$ cat src/rtl/serv_pkg.sv
// Shared types and constants for the serial immediate-decode sequencer.
package serv_pkg;

  localparam int unsigned XLEN   = 32;
  localparam int unsigned OPC_W  = 7;
  localparam int unsigned WB_LSB = 7;
  localparam int unsigned WB_W   = XLEN - WB_LSB;
  localparam int unsigned CNT_W  = 5;
  localparam int unsigned EN_W   = 4;
  localparam int unsigned CTRL_W = 4;

  localparam logic [CNT_W-1:0] CNT_LAST = CNT_W'(31);
  localparam logic [CNT_W-1:0] U_LO_CNT = CNT_W'(12);

  // Major opcode field, instruction bits [6:2]
  localparam logic [4:0] OP_LOAD   = 5'b00000;
  localparam logic [4:0] OP_OPIMM  = 5'b00100;
  localparam logic [4:0] OP_JALR   = 5'b11001;
  localparam logic [4:0] OP_SYSTEM = 5'b11100;
  localparam logic [4:0] OP_STORE  = 5'b01000;
  localparam logic [4:0] OP_BRANCH = 5'b11000;
  localparam logic [4:0] OP_LUI    = 5'b01101;
  localparam logic [4:0] OP_AUIPC  = 5'b00101;
  localparam logic [4:0] OP_JAL    = 5'b11011;

  typedef enum logic [2:0] {
    ST_IDLE  = 3'd0,
    ST_LOAD  = 3'd1,
    ST_ARMED = 3'd2,
    ST_RUN   = 3'd3,
    ST_DONE  = 3'd4
  } state_t;

  typedef enum logic [2:0] {
    IMM_I    = 3'd0,
    IMM_S    = 3'd1,
    IMM_B    = 3'd2,
    IMM_U    = 3'd3,
    IMM_J    = 3'd4,
    IMM_CSRI = 3'd5
  } imm_type_t;

  typedef struct packed {
    imm_type_t         typ;
    logic [EN_W-1:0]   en;
    logic [CTRL_W-1:0] ctrl;
    logic              csr_imm;
    logic              illegal;
  } decode_t;

endpackage

$ cat src/rtl/serv_immdec_seq_if.sv
// Instruction-bus capture and immediate-decoder load path.
interface serv_immdec_seq_if;
  logic                                      i_ibus_ack;
  logic [serv_pkg::XLEN-1:0]                 i_ibus_rdt;
  logic                                      o_wb_en;
  logic [serv_pkg::WB_W-1:0]                 o_wb_rdt;

  modport master (output i_ibus_ack, output i_ibus_rdt,
                   input  o_wb_en,    input  o_wb_rdt);
  modport slave  (input  i_ibus_ack, input  i_ibus_rdt,
                   output o_wb_en,    output o_wb_rdt);
endinterface

$ cat src/rtl/serv_imm_type_dec.sv
// Opcode/funct3 to immediate type and decoder control lines.
module serv_imm_type_dec
  import serv_pkg::*;
(
  input  logic [OPC_W-1:0] i_opcode,
  input  logic             i_funct3_msb,
  output decode_t          o_dec
);

  imm_type_t w_typ;
  logic      w_illegal;

  // Classify major opcode; compressed/reserved encodings are illegal
  always_comb begin
    w_typ     = IMM_I;
    w_illegal = 1'b0;
    case (i_opcode[6:2])
      OP_LOAD, OP_OPIMM, OP_JALR: w_typ = IMM_I;
      OP_SYSTEM:                  w_typ = i_funct3_msb ? IMM_CSRI : IMM_I;
      OP_STORE:                   w_typ = IMM_S;
      OP_BRANCH:                  w_typ = IMM_B;
      OP_LUI, OP_AUIPC:           w_typ = IMM_U;
      OP_JAL:                     w_typ = IMM_J;
      default:                    w_illegal = 1'b1;
    endcase
    if (i_opcode[1:0] != 2'b11) w_illegal = 1'b1;
  end

  always_comb begin
    o_dec         = '0;
    o_dec.typ     = w_typ;
    o_dec.illegal = w_illegal;
    if (!w_illegal) begin
      case (w_typ)
        IMM_I:    begin o_dec.en = 4'b1100; o_dec.ctrl = 4'b0010; end
        IMM_S:    begin o_dec.en = 4'b1001; o_dec.ctrl = 4'b0011; end
        IMM_B:    begin o_dec.en = 4'b1001; o_dec.ctrl = 4'b0101; end
        IMM_U:    begin o_dec.en = 4'b1110; o_dec.ctrl = 4'b1000; end
        IMM_J:    begin o_dec.en = 4'b1110; o_dec.ctrl = 4'b1000; end
        IMM_CSRI: begin o_dec.en = 4'b0010; o_dec.csr_imm = 1'b1; end
        default:  ;
      endcase
    end
  end

endmodule

$ cat src/rtl/serv_immdec_seq.sv
// Captures an instruction, classifies its immediate, then sequences 32 serial bit counts.
module serv_immdec_seq
  import serv_pkg::*;
#(
  parameter bit AUTO_GO = 1'b0
) (
  input  logic              i_clk,
  input  logic              i_rst_n,
  serv_immdec_seq_if.slave  bus,
  input  logic              i_go,
  input  logic              i_stall,
  output logic              o_cnt_en,
  output logic              o_cnt_done,
  output logic [CNT_W-1:0]  o_cnt,
  output logic [EN_W-1:0]   o_immdec_en,
  output logic [CTRL_W-1:0] o_ctrl,
  output logic              o_csr_imm_en,
  output logic              o_lo_zero,
  output logic              o_busy,
  output logic              o_done,
  output logic              o_illegal,
  output logic              o_err
);

  state_t           r_state;
  state_t           w_state_nxt;
  logic [XLEN-1:0]  r_ir;
  logic [CNT_W-1:0] r_cnt;
  logic             r_err;
  decode_t          w_dec;

  serv_imm_type_dec u_dec (
    .i_opcode     (r_ir[OPC_W-1:0]),
    .i_funct3_msb (r_ir[14]),
    .o_dec        (w_dec)
  );

  always_ff @(posedge i_clk or negedge i_rst_n) begin
    if (!i_rst_n) r_state <= ST_IDLE;
    else          r_state <= w_state_nxt;
  end

  always_comb begin
    w_state_nxt = r_state;
    case (r_state)
      ST_IDLE:  if (bus.i_ibus_ack) w_state_nxt = ST_LOAD;
      ST_LOAD:  w_state_nxt = w_dec.illegal ? ST_IDLE : ST_ARMED;
      ST_ARMED: if (i_go || AUTO_GO) w_state_nxt = ST_RUN;
      ST_RUN:   if (o_cnt_done) w_state_nxt = ST_DONE;
      ST_DONE:  w_state_nxt = ST_IDLE;
      default:  w_state_nxt = ST_IDLE;
    endcase
  end

  // Outputs decode from state; decoder controls are held for the whole transaction
  always_comb begin
    o_busy       = 1'b0;
    bus.o_wb_en  = 1'b0;
    o_illegal    = 1'b0;
    o_done       = 1'b0;
    o_cnt_en     = 1'b0;
    o_cnt_done   = 1'b0;
    o_lo_zero    = 1'b0;
    o_immdec_en  = '0;
    o_ctrl       = '0;
    o_csr_imm_en = 1'b0;
    if (r_state != ST_IDLE) begin
      o_busy       = 1'b1;
      o_immdec_en  = w_dec.en;
      o_ctrl       = w_dec.ctrl;
      o_csr_imm_en = w_dec.csr_imm;
    end
    case (r_state)
      ST_LOAD: begin
        bus.o_wb_en = 1'b1;
        o_illegal   = w_dec.illegal;
      end
      ST_RUN: begin
        o_cnt_en   = !i_stall;
        o_cnt_done = !i_stall && (r_cnt == CNT_LAST);
        o_lo_zero  = (w_dec.typ == IMM_U) && (r_cnt < U_LO_CNT);
      end
      ST_DONE: o_done = 1'b1;
      default: ;
    endcase
  end

  always_ff @(posedge i_clk or negedge i_rst_n) begin
    if (!i_rst_n) begin
      r_ir  <= '0;
      r_cnt <= '0;
      r_err <= 1'b0;
    end else begin
      if ((r_state == ST_IDLE) && bus.i_ibus_ack) r_ir <= bus.i_ibus_rdt;
      // Clearing in ARMED guarantees the count starts at 0 on every RUN entry
      if (r_state == ST_ARMED)  r_cnt <= '0;
      else if (o_cnt_en)        r_cnt <= r_cnt + CNT_W'(1);
      r_err <= o_busy && bus.i_ibus_ack;
    end
  end

  assign bus.o_wb_rdt = r_ir[XLEN-1:WB_LSB];
  assign o_cnt        = r_cnt;
  assign o_err        = r_err;

endmodule

$ cat src/flat_wrapper.sv
// flat-port wrapper written by rule: the top's interface ports become plain ports
module serv_immdec_seq_flat import serv_pkg::*;
#(
  parameter bit AUTO_GO = 1'b0
)
  (i_clk, i_rst_n, i_go, i_stall, o_cnt_en, o_cnt_done, o_cnt, o_immdec_en, o_ctrl, o_csr_imm_en, o_lo_zero, o_busy, o_done, o_illegal, o_err, bus_i_ibus_ack, bus_i_ibus_rdt, bus_o_wb_en, bus_o_wb_rdt);
  serv_immdec_seq_if bus_i ();
  input  logic i_clk;
  input  logic i_rst_n;
  input  logic i_go;
  input  logic i_stall;
  output logic o_cnt_en;
  output logic o_cnt_done;
  output logic [CNT_W-1:0] o_cnt;
  output logic [EN_W-1:0] o_immdec_en;
  output logic [CTRL_W-1:0] o_ctrl;
  output logic o_csr_imm_en;
  output logic o_lo_zero;
  output logic o_busy;
  output logic o_done;
  output logic o_illegal;
  output logic o_err;
  input wire logic [$bits(bus_i.i_ibus_ack)-1:0] bus_i_ibus_ack;
  input wire logic [$bits(bus_i.i_ibus_rdt)-1:0] bus_i_ibus_rdt;
  output wire logic [$bits(bus_i.o_wb_en)-1:0] bus_o_wb_en;
  output wire logic [$bits(bus_i.o_wb_rdt)-1:0] bus_o_wb_rdt;
  assign bus_i.i_ibus_ack = bus_i_ibus_ack;
  assign bus_i.i_ibus_rdt = bus_i_ibus_rdt;
  assign bus_o_wb_en = bus_i.o_wb_en;
  assign bus_o_wb_rdt = bus_i.o_wb_rdt;
  serv_immdec_seq #(.AUTO_GO(AUTO_GO)) u_core (.i_clk(i_clk), .i_rst_n(i_rst_n), .bus(bus_i), .i_go(i_go), .i_stall(i_stall), .o_cnt_en(o_cnt_en), .o_cnt_done(o_cnt_done), .o_cnt(o_cnt), .o_immdec_en(o_immdec_en), .o_ctrl(o_ctrl), .o_csr_imm_en(o_csr_imm_en), .o_lo_zero(o_lo_zero), .o_busy(o_busy), .o_done(o_done), .o_illegal(o_illegal), .o_err(o_err));
endmodule
$ cat config.mk
export PLATFORM = sky130hd
export DESIGN_NAME = serv_immdec_seq_flat
export DESIGN_NICKNAME = d
export VERILOG_FILES = /design/src/rtl/serv_pkg.sv /design/src/rtl/serv_immdec_seq_if.sv /design/src/rtl/serv_imm_type_dec.sv /design/src/rtl/serv_immdec_seq.sv /design/src/flat_wrapper.sv
export SDC_FILE = /design/constraint.sdc
export NUM_CORES = 1
export LEC_CHECK = 0
export CORE_MARGIN = 1
export CORE_UTILIZATION = 48
export CTS_CLUSTER_SIZE = 30
export DETAILED_ROUTE_END_ITERATION = 16
export PLACE_DENSITY = 0.86
export SLEW_MARGIN = 25
export SYNTH_ARGS = -nofsm -noshare
export SYNTH_HDL_FRONTEND = slang
export SYNTH_SLANG_ARGS = --single-unit
$ cat constraint.sdc
create_clock -name i_clk -period 5.14 [get_ports i_clk]
set_input_delay 1.028 -clock i_clk [delete_from_list [all_inputs] [get_ports i_clk]]
set_output_delay 1.028 -clock i_clk [all_outputs]
set_load 0.03 [all_outputs]
==> out/qor.yml, run 1 <==
grt_max_degree: 42
via_per_inst: 5.05
relSlewSlack_pct: 40.4
worst_ep_arrival_time_ns: 2.58
drive_above_1_share_pct: 17.8
fmax_mhz: 277
synth.distinct_cells: 38
yosysWarnings: 0
hp-class: "reg2reg"
antenna_cells: 0
start_kind: "input pin"
cp_max_fo: 9
post_cts_resized: 0
num_rows: 24
ctsHoldBuffers: 0
setup_tns_ns: 0
cts_buffers: 5
drv_cap: 0
drv_slew: 0
ys_seq_area_share_pct: 46.2
dr_total_vias: 1510
clock_latency_ns: 0.29
drt_pass1_iterations: 4
crit_type: "in2out"
setup_viol: 0
grt_pass1_wl_um: 7740
cts_setup_buffers: 0
yosysMostFrequentCell: "dfrtp_1"
die_w_um: 70
min_period_ns: 3.61
wl_met2_um: 2190
grt_pass1_vias: 1599
final_hold_viol_count: 0
h-tree-depth: 2
clock-sinks: 41
ant_nets: 0
ir_worst_vdd_v: 0.000222
gp_congestion: 0.872
skew_ns: 0.00684
synth_area_leaders: "dfrtp_1, mux2_4, buf_4, buf_12, nor2_1"
status: "finished clean"
totalWireLength_um: 4550
yosysTopAreaCell: "dfrtp_1"
antenna_found_initial: 0
core-area_um2: 4410
holdWs_ns: 0.512
ys_ff_latch: 41
port-buffer-count: 83
synthFlopType: "dfrtp_1"
syn_area_um2: 2220
synth_cells: 188
clk_path_buf_depth: 2
syn_nets: 227
synthToLayoutAreaGrowth_pct: 33.7
wl_met3_um: 270
grt_overflow: 0
drt_iter0_markers: 67
leakage_nw: 1.30
wl_per_cell_um: 15.2
layout.nets: 285
path_clk_slew_ns: 0.08
synth_common_cells: "dfrtp_1, mux2_4, buf_4"
power.density_nw_per_um2: 306
initial_utilization_pct: 50.3
yosysTopAreaCellShare_pct: 46.2
worstMarginPinSlew_ns: 0.894
syn_avg_cell_area_um2: 11.8
drc: 0
die_h_um: 70
synth-edff-count: 0
met1_length_um: 2080
grt_usage_pct: 19.8
place_hpwl_um: 3310
async_reset_ff_share_pct: 100
cts_tree: "done"
rsz0062_at_grt: "no"
top_layer_used: "met4"
die_area_um2: 4900
ios: 84
root_buffer: "clkbuf_8"
setup.worst_path.end_class: "output port"
finalCritPeriodShare_pct: 70.2
cp.required_ns: 4.11
-- logic make-up after synthesis --
logic type / share of synthesized area, %
buffers and inverters: 12.6
muxes: 20.9
and+or+nand+nor: 11.9
DFF: 46.2
AOI/OAI and AO/OA: 7.27
adders and majority gates: 1.13
-- worst paths after layout --
path | depth (start not counted) | endpoint | from | slack, ns
min | 1 | u_core.r_ir[29]$_DFFE_PN0P_ | u_core.r_ir[29]$_DFFE_PN0P_ | 0.51
max | 4 | o_cnt_done | i_stall | 1.53
min reg2reg | 1 | u_core.r_ir[29]$_DFFE_PN0P_ | u_core.r_ir[29]$_DFFE_PN0P_ | 0.51
min in group asynchronous | 1 | u_core.r_ir[8]$_DFFE_PN0P_ | i_rst_n | 0.86
max reg2reg | 3 | u_core.r_ir[9]$_DFFE_PN0P_ | u_core.r_state[0]$_DFFE_PN0P_ | 3.01
max in group asynchronous | 1 | u_core.o_cnt[1]$_DFFE_PN0P_ | i_rst_n | 3.72
-- stage by stage --
stage	cell area [µm²]	worst slack (ns)	instances	util (%)	total power, mW
after CTS	2970	1.53	299	67.2	0.920
final	2970	1.53	299	67.2	0.909
after detailed placement	2850	1.54	291	64.5	0.649
after global routing	2970	1.38	299	67.2	0.960
after floorplan	2220	1.66	188	-	0.546
after global placement	2850	1.55	291	64.5	0.641
-- where the power goes --
group	switching, mW	internal, mW
combinational	0.123	0.122
clock	0.110	0.158
sequential	0.0403	0.356
-- sequential cells by signal (all words and copies together), names as in the netlist --
| register | flops |
|---|---|
| u_core.o_err | 1 |
| u_core.r_ir | 32 |
| u_core.r_state | 3 |
| u_core.o_cnt | 5 |
-- layout by cell type, fill, tap and decap left out, drive strengths merged, types with 4 or more instances in the layout --
cell,count
nor2,15
mux2,31
nor3,5
a21oi,6
clkdlybuf4s50,82
dfrtp,41
nand2,13
o21ai,9
inv,4
clkbuf,6
-- critical path, cell delays in order --
cell,delay (ns)
clkdlybuf4s50_1,0.52
nand2b_1,0.24
nor2_1,0.11
clkdlybuf4s50_1,0.68
-- layout make-up --
type	count	area, µm²
fill	341	1450
sequential	41	1030
inverter	4	15.0
clock buffer	6	82.6
tap	52	65.1
timing repair buffer	83	826
multi-input combinational	111	915
clock inverter	2	37.5
-- layer usage --
layer	up-vias	global-route usage, %
met5	-	0
met4	0	3.78
met3	2	6.20
met2	56	31.7
met1	720	26.5
li1	732	-
(Power assumes the default switching activity.)
==> inputs of run 2 (changes only) <==
- CORE_UTILIZATION: 48 -> 44
- PLACE_DENSITY: 0.86 -> 0.8
- clock period: 5.14 -> 3.7 ns (I/O delays scaled with it)
==> run 2 against run 1 <==
Power is 28% higher. Sequential share of layout area is 0.10 points lower. Critical path depth is 1 higher. Global-route usage is 3.2 points lower. Final cell count is 5.4% higher. Sequential cell count stayed put. Hold slack worse by 0.11 ns. Clock power is 2% higher. Combinational power is 40% higher. Clock skew is 0.0030 ns lower. Via count is 0.20% higher.
==> out/qor.yml, run 2 (synthesis gave the netlist of run 1 again) <==
status: "finished clean"  # unchanged
grt_overflow: 0  # unchanged
clock_latency_ns: 0.28  # was 0.29 ns
drv_slew: 0  # unchanged
drv_cap: 0  # unchanged
grtUsageMet2_pct: 28.1  # was 31.7%
power.density_nw_per_um2: 392  # was 306 nW/µm²
cts_buffers: 5  # unchanged
largest_register_ffs: 32  # unchanged
critical-path-max-stage-delay_ns: 0.70  # was 0.68 ns
reg2reg_to: "u_core.r_ir[8]$_DFFE_PN0P_"  # was u_core.r_ir[9]$_DFFE_PN0P_
post_cts_resized: 0  # unchanged
worstMarginPinSlew_ns: 0.735  # was 0.894 ns
setup.worst_path.end_class: "output port"  # unchanged
die_h_um: 73.0  # was 70 µm
gp_congestion: 0.879  # was 0.872
layout.nets: 286  # was 285
drt_iter0_markers: 32  # was 67
p_total_mw: 1.17  # was 0.909 mW
hp-class: "in2async"  # was reg2reg
crit_chain: "or3_1 > nand3_1 > o21bai_1 > nor3b_1 > clkdlybuf4s50_1"  # was clkdlybuf4s50_1 > nand2b_1 > nor2_1 > clkdlybuf4s50_1
port-buffer-count: 83  # unchanged
drc: 0  # unchanged
reg2reg_from: "u_core.r_state[0]$_DFFE_PN0P_"  # unchanged
num_rows: 25  # was 24
clk_path_buf_depth: 2  # unchanged
holdWs_ns: 0.397  # was 0.512 ns
finalCritPeriodShare_pct: 85.4
leakage_nw: 1.30  # about the same
gr-usage-met1_pct: 21.0  # was 26.5%
min_period_ns: 3.16
endpoint: "o_ctrl[1]"  # was o_cnt_done
skew_ns: 0.00382  # was 0.00684 ns
worst_ep_arrival_time_ns: 2.42  # was 2.58 ns
path_clk_slew_ns: 0.08  # about the same
die_area_um2: 5330  # was 4900 µm²
ios: 84  # unchanged
die_w_um: 73.0  # was 70 µm
grt_pass1_vias: 1437  # was 1599
grt_max_degree: 42  # unchanged
clock-sinks: 41  # unchanged
setup_tns_ns: 0  # unchanged
fmax_mhz: 316
final_hold_viol_count: 0  # unchanged
fill_cells: 402  # was 341
ctsHoldBuffers: 0  # unchanged
setup_viol: 0  # unchanged
grtUsageMet3_pct: 4.42  # was 6.20%
antenna_found_initial: 0  # unchanged
drt_pass1_iterations: 4  # unchanged
rr_worst_depth: 3  # unchanged
cp_max_fo: 8  # was 9
largest-register: "u_core.r_ir"  # unchanged
critPathSlowestCell: "clkdlybuf4s50_1"  # unchanged
synthToLayoutAreaGrowth_pct: 34.0  # was 33.7%
dr_total_vias: 1513  # was 1510
ir_worst_vdd_v: 0.000321  # was 0.000222 V
start_kind: "register"  # was input pin
h-tree-depth: 2  # unchanged
cts_tree: "done"  # unchanged
via_per_inst: 4.80  # was 5.05
cts_setup_buffers: 0  # unchanged
wl_per_cell_um: 13.4  # was 15.2 µm
relSlewSlack_pct: 51.0  # was 40.4%
initial_utilization_pct: 46.4  # was 50.3%
grt_busiest_layer: "met2"  # unchanged
regToRegSetupSlack_ns: 1.57  # was 3.01 ns
final_common_cell: "clkdlybuf4s50_1"  # unchanged
cp.required_ns: 2.96  # was 4.11 ns
crit_path_start: "u_core.r_state[0]$_DFFE_PN0P_"  # was i_stall
grt_pass1_wl_um: 6730  # was 7740 µm
core-area_um2: 4790  # was 4410 µm²
ant_nets: 0  # unchanged
totalWireLength_um: 4240  # was 4550 µm
drive_above_1_share_pct: 17.7  # was 17.8%
place_hpwl_um: 3080  # was 3310 µm
final_cell_mix: "clkdlybuf4s50_1, dfrtp_1, mux2_4"  # unchanged
rsz0062_at_grt: "no"  # unchanged
antenna_cells: 0  # unchanged
grt_usage_pct: 16.5  # was 19.8%
crit_type: "reg2out"  # was in2out
root_buffer: "clkbuf_8"  # unchanged
run 2: cell types whose count changed in the layout (fill, tap and decap cells not counted), sizes merged:
cell	previous run	this run
clkinv	0	2
buf	1	2
clkinvlp	1	0
bufinv	1	0
run 2: report_power, final:
part / switching [mW] / internal, mW / total (mW)
combinational: 0.169 / 0.172 / 0.342
sequential: 0.0560 / 0.494 / 0.550
clock: 0.143 / 0.131 / 0.274
run 2: layer usage:
layer  up-vias  wire, µm
met5         -         0
met4         0        17
met2        47      2130
met3         2       240
met1       724      1840
li1        740         -
run 2: layout make-up:
cell class,instances,area [µm²],share of cell area (%)
flip-flops and latches,41,1030,34.5
multi-input cells,111,915,30.7
repair buffers,84,853,28.7
well taps,67,83.8,2.82
clock buffers,6,72.6,2.44
inverters,4,15.0,0.505
clock inverters,2,10.0,0.336
run 2: worst min-delay path by stage:
stage / start / endpoint / slack (ns) / depth (start not counted)
6_report: i_rst_n / u_core.r_ir[12]$_DFFE_PN0P_ / 0.40 / 1
5_1_grt: i_rst_n / u_core.r_ir[15]$_DFFE_PN0P_ / 0.42 / 1
4_1_cts: u_core.r_state[2]$_DFFE_PN0P_ / u_core.r_state[1]$_DFFE_PN0P_ / 0.50 / 1
3_5_place_dp: u_core.r_state[2]$_DFFE_PN0P_ / u_core.r_state[1]$_DFFE_PN0P_ / 0.49 / 1
3_3_place_gp: u_core.r_state[2]$_DFFE_PN0P_ / u_core.r_state[1]$_DFFE_PN0P_ / 0.49 / 1
2_1_floorplan: i_rst_n / u_core.o_cnt[0]$_DFFE_PN0P_ / 0.44 / 0
run 2: worst max-delay path, delay by kind of cell (launching register included):
| kind | cells | cell delay (ns) |
|---|---|---|
| AND/OR/NAND/NOR | 3 | 0.70 |
| flip-flops | 1 | 0.46 |
| buffers and inverters | 1 | 0.70 |
| AO/OA/AOI/OAI | 1 | 0.27 |
run 2: through the flow:
step,utilization (%),cells,cell area [µm²],setup slack [ns]
final,62.2,315,2980,0.538
after global routing,62.2,315,2980,0.360
after detailed placement,59.9,306,2870,0.688
after CTS,61.6,314,2950,0.505
after global placement,59.9,306,2870,0.683
after floorplan,-,188,2220,0.507
==> inputs of run 3 (changes only) <==
- SETUP_SLACK_MARGIN: default -> 0.2
==> results of run 3 <==
The final DEF is identical to that of run 2; final timing and power are the same.
